==> src/rtl/abro_arbiter.sv <==
// abro_arbiter: NUM_CH independent ABRO channels feeding a registered round-robin completion slot.
// Define ABRO_ARB_COUNT_EN to build the saturating accepted-completion counter on O_count.
module abro_arbiter #(
    parameter int NUM_CH = 4,
    parameter int CH_W   = 2
) (
    input  logic                  clk,
    input  logic                  reset,
    input  logic [NUM_CH-1:0]     A,
    input  logic [NUM_CH-1:0]     B,
    input  logic [NUM_CH-1:0]     R,
    input  logic                  O_ready,
    output logic                  O_valid,
    output logic [CH_W-1:0]       O_ch,
    output logic [3*NUM_CH-1:0]   State,
    output logic [15:0]           O_count
);
    typedef enum logic [2:0] {
        WAIT_AB = 3'd0,
        WAIT_B  = 3'd1,
        WAIT_A  = 3'd2,
        PEND    = 3'd3,
        GRANT   = 3'd4,
        DONE    = 3'd5
    } state_t;

    state_t            st [NUM_CH];
    logic [CH_W-1:0]   last, win;
    logic [NUM_CH-1:0] elig;
    logic              hs, withdraw, load, found;

    // A restart on the offered channel without acceptance frees the slot for a replacement.
    always_comb begin
        hs       = O_valid & O_ready;
        withdraw = O_valid & ~O_ready & R[O_ch];
        elig     = '0;
        win      = last;
        found    = 1'b0;
        for (int i = 0; i < NUM_CH; i++)
            elig[i] = (st[i] == PEND) && !R[i];
        for (int k = 1; k <= NUM_CH; k++)
            if (!found && elig[(int'(last) + k) % NUM_CH]) begin
                found = 1'b1;
                win   = CH_W'((int'(last) + k) % NUM_CH);
            end
        load = found & (~O_valid | hs | withdraw);
    end

    always_ff @(posedge clk) begin
        if (reset) begin
            for (int i = 0; i < NUM_CH; i++)
                st[i] <= WAIT_AB;
            O_valid <= 1'b0;
            O_ch    <= '0;
            last    <= CH_W'(NUM_CH - 1);
        end else begin
            for (int i = 0; i < NUM_CH; i++)
                if (R[i])
                    st[i] <= WAIT_AB;
                else
                    case (st[i])
                        WAIT_AB: st[i] <= (A[i] && B[i]) ? PEND : A[i] ? WAIT_B : B[i] ? WAIT_A : WAIT_AB;
                        WAIT_B:  st[i] <= B[i] ? PEND : WAIT_B;
                        WAIT_A:  st[i] <= A[i] ? PEND : WAIT_A;
                        PEND:    st[i] <= (load && win == CH_W'(i)) ? GRANT : PEND;
                        GRANT:   st[i] <= hs ? DONE : GRANT;
                        DONE:    st[i] <= DONE;
                        default: st[i] <= WAIT_AB;
                    endcase
            if (load) begin
                O_valid <= 1'b1;
                O_ch    <= win;
                last    <= win;
            end else if (hs || withdraw) begin
                O_valid <= 1'b0;
            end
        end
    end

    for (genvar g = 0; g < NUM_CH; g++) begin : g_state
        assign State[3*g +: 3] = st[g];
    end

`ifdef ABRO_ARB_COUNT_EN
    always_ff @(posedge clk) begin
        if (reset)
            O_count <= '0;
        else if (hs && O_count != 16'hFFFF)
            O_count <= O_count + 16'd1;
    end
`else
    assign O_count = '0;
`endif
endmodule

==> config.mk <==
export PLATFORM = sky130hd
export DESIGN_NAME = abro_arbiter
export DESIGN_NICKNAME = d
export VERILOG_FILES = /design/src/rtl/abro_arbiter.sv
export SDC_FILE = /design/constraint.sdc
export NUM_CORES = 1
export LEC_CHECK = 0
export CORE_MARGIN = 2
export CORE_UTILIZATION = 42
export CTS_BUF_LIST = sky130_fd_sc_hd__clkbuf_8
export CTS_CLUSTER_SIZE = 40
export DETAILED_ROUTE_END_ITERATION = 8
export PLACE_DENSITY = 0.84
export RECOVER_POWER = 50
export SETUP_SLACK_MARGIN = 0.15
export SYNTH_ARGS = -nofsm -noshare
export SYNTH_HDL_FRONTEND = slang
export SYNTH_SLANG_ARGS = --single-unit
==> constraint.sdc <==
create_clock -name clk -period 1.9 [get_ports clk]
set_input_delay 0.38 -clock clk [delete_from_list [all_inputs] [get_ports clk]]
set_output_delay 0.38 -clock clk [all_outputs]
set_load 0.01 [all_outputs]
======== Yosys cells after proc, flatten, opt, wreduce, memory -nomap -nowiden ========
Memories as Yosys holds them, arrays and structs flattened.
Index checks and enable logic that the tools add are counted.
storage, ports and cells
  register bits after elaboration ......... 5
  RAM bits ................................ 12
  input bits .............................. 15
  word-level logic and storage cells ...... 324
  memories ................................ 1
operators by class
  add/subtract/negate cells ............... 4
  magnitude comparators ................... 5
  equal/unequal tests ..................... 23
  multiplexer cells ....................... 207
  bitwise gates (word level) .............. 44
  reduce and logical (&&, ||, !) cells .... 37
memories
  memory  words  width  read ports  clocked after Yosys merged registers in  write ports  RTL line  RTL
  st      4      3      4           0                                        4            27        state_t st [NUM_CH];
operators with widths
  cell                   number
  $mux W1                146
  $mux W3                36
  $mux W2                20
  $or A1 B1 Y1           34
  $eq A3 B2 Y1 const B   8
  $eq A3 B3 Y1 const B   8
  $reduce_or A6 Y1       4
  $lt A3 B4 Y1 const B   4
  $logic_and A1 B1 Y1    15
  $eq A3 B1 Y1 const B   4
  $logic_not A3 Y1       4
  $bmux W1 S2            5
  $reduce_or A2 Y1       4
  $logic_not A1 Y1       7
  $add A2 B1 Y2 const B  2
  $add A2 B2 Y2 const B  2
  $and A1 B1 Y1          4
  $and A1 B1 Y1 const A  4
  $eq A2 B2 Y1 const B   2
  $lt A2 B3 Y1 const B   1
  $eq A2 B1 Y1 const B   1
  $logic_not A2 Y1       1
  $not A1 Y1             2
  $reduce_bool A2 Y1     1
  $logic_or A1 B1 Y1     1

======== Depth between registers and ports, before layout ========
  depth in word-level cells ............... 23
  gate-level depth with buffers ........... 6
  mapped depth without buffers ............ 5

======== Worst setup path before layout ========
Ideal clock, no wire load.
  path kind ............................... register to register
  start point ............................. memory st[1][2] in the netlist's numbering
  end point ............................... memory st[2][2] in the netlist's numbering (data pin)
  arrival time ............................ 1,702 ps
  path slack .............................. -56 ps
  cell stages (with the launch flop) ...... 7
  path buffers ............................ 1
  clock period less this slack ............ 1,956 ps
  path through ............................ edfxtp_1 -> nand4bb_1 -> clkbuf_2 -> or3_1 -> and3_1 -> and4_4 -> o21a_1
RTL lines
  what         RTL line
  from (decl)  27

==> summary.txt <==
clock latency on the worst-skew pair: 0.26 ns
reg2reg end: st[3][1]
Mapped Cells: 145
IO Pins: 46
worst reg2reg path startpoint: st[3][2]
Inserted Diodes: 0
WL/cell: 17.9 um
Peak VDD IR: 0.277 mV
fin cells: 274
Req. time, crit path: 1.89 ns
vias per cell: 5.67
Placement Rows: 20
die span in y: 60.2 um
register area share after synthesis: 34.7%
final slew viol count: 0
core area: 3030 um^2
clk slew on worst S/H paths: 0.07 ns
Nets: 246
die area: 3630 um^2
Leakage Power: 0.920 nW
number of cells on the worst reg-to-reg path: 6
r2r setup slk: -0.05 ns
Period minus WS final: 1.95 ns
Hold Crit Class: reg2reg
Hold Path End: O_ch[0]
Hold Startpoint: O_ch[0]
Worst Setup Start Kind: register
Synth Warn #: 0
Yosys reg bits: 17
share of cells above drive strength 1: 40.0%
clock sink count: 17
Async S/R FF share, synth: 0%
final setup fails: 6
vias: 1553
largest net degree at the start of global routing: 11
failing checks: setup timing
routability cong.: 0.955
Die Wd: 60.2 um
Clock Tree Buf Depth: 2
setup tns final: -0.218 ns
power after layout: 1.06 mW
Total Wirelength: 4900 um
port bufs: 29
cts hold-fix bufs: 0
Synth cell types: 48
crit path DAT: 1.95 ns
fin worst setup slack: -0.0546 ns
DP Worst Slack: -0.539 ns
final hold vios: 0
power per cell area: 478 nW/um^2
first-pass GRT wire length: 6250 um
Antenna Violating Nets Remaining: 0
CTS Root Cell: clkbuf_8
RSZ-0062 raised after global routing: yes
Max Cap Viol: 0
Netlist Area Pre-Place: 1330 um^2
ys flop type: edfxtp_1
Initial Utilization: 43.8%
status: finished, violations left
syn avg cell area: 9.16 um^2
DP Cell Count: 257
First DRT Iteration DRCs: 107
most frequent cells in the layout: 44 x buf_4, 28 x conb_1, 22 x clkdlybuf4s50_1
Clock Skew: 0.00514 ns
total gr overflow: 0
DRC Markers: 0
TritonCTS clock tree: built
total track usage: 23.9%
drt first pass iters: 4
initial antenna violation count: 0
FMAX: 0.512 GHz
most common cell after layout, fill and taps aside: buf_4
final worst-path cycle share: 103%
Critical Path Fanout Max: 4
CTS buffer count: 3
dpl hpwl: 2720 um
CP Class: reg2reg
area growth from synthesis to layout: 67.0%
nature of the critical path endpoint: register
H-tree lvl count: 1
EDFF count, synth: 12
vias in the first global route: 1356
Hold Path Stages: 2
[cells in the mapped netlist (2+ instances only)]
library cell  number  area (um^2)
dfxtp_1            5          100
nand3_1            4         20.0
nand4bb_1          3         33.8
nand2_1            7         26.3
edfxtp_1          12          360
nor4bb_1           3         30.0
o211ai_1           2         15.0
o21a_1             5         37.5
nor4_2             3         37.5
a211oi_1           5         37.5
buf_2              3         15.0
o21ai_0           10         50.1
or3_1              3         18.8
a21oi_1           13         65.1
clkbuf_1           3         11.3
mux2i_1            2         20.0
conb_1             2         7.51
nor2_1             8         30.0
buf_4             16          120
inv_1              5         18.8
nor3_1             2         10.0
nor3b_1            3         22.5
[cell families after synthesis]
kind of cell | count (synthesis) | share of synthesized area [%]
AO/OA/AOI/OAI | 49 | 24.6
buffers and inverters | 28 | 12.8
flip-flops | 17 | 34.7
multiplexers | 3 | 3.20
other | 2 | 0.566
AND/OR/NAND/NOR | 46 | 24.1
[state kept, by name, indices dropped and copies added (netlist names)]
signal / count
O_ch: 2
O_valid: 1
last: 2
st: 12
[worst max path at each step]
stage	start	endpoint	cells past startpoint
after floorplan	st[1][2]	st[2][2]	6
after global placement	R[3]	st[2][2]	5
after detailed placement	R[3]	st[2][1]	5
after CTS	O_ch[1]	st[2][2]	4
after global routing	st[3][2]	st[0][0]	6
final	st[3][2]	st[3][1]	6
[where the power goes]
part / switching [mW] / leakage, nW / internal (mW)
logic: 0.160 / 0.730 / 0.175
clock network: 0.132 / 0.0255 / 0.146
registers: 0.0242 / 0.165 / 0.422
[critical path, cell delays in order, from the launching register on]
cell and delay, ns:
edfxtp_1 0.44, buf_4 0.17, nand4bb_4 0.26, o21a_1 0.21
a211o_1 0.33, a21oi_2 0.19, o31ai_2 0.08
[through the flow]
step,instance area (um^2),util (%),hold WS (ns)
floorplan,1440,-,0.557
global placement,1890,62.4,0.555
detailed placement,1890,62.4,0.560
CTS,2080,68.7,0.574
global route,2220,73.2,0.579
finish,2220,73.2,0.548
[what timing repair did]
item / CTS / global route
gates resized for setup: 33 / 21
gates cloned: 0 / 0
pin swaps: 6 / 19
endpoints found under the setup margin: 17 / 17
buffers inserted: 5 / 8
[layout make-up]
class                           instances  area [um^2]
Multi-Input combinational cell        126          968
Fill cell                             195          811
Timing Repair Buffer                   78          667
Sequential cell                        17          462
Tap cell                               44         55.1
Clock buffer                            3         41.3
Inverter                                5         18.8
Clock inverter                          1         5.00
[routing by layer]
metal  vias to the layer above  track usage, %  share of wire [%]
li1                        683               -                  -
met1                       711            27.6                 35
met5                         -               0                  0
met3                        33            4.33                 12
met2                       126            40.8                 49
met4                         0            14.3                4.9
No activity file was read; power rests on OpenSTA's default activity.
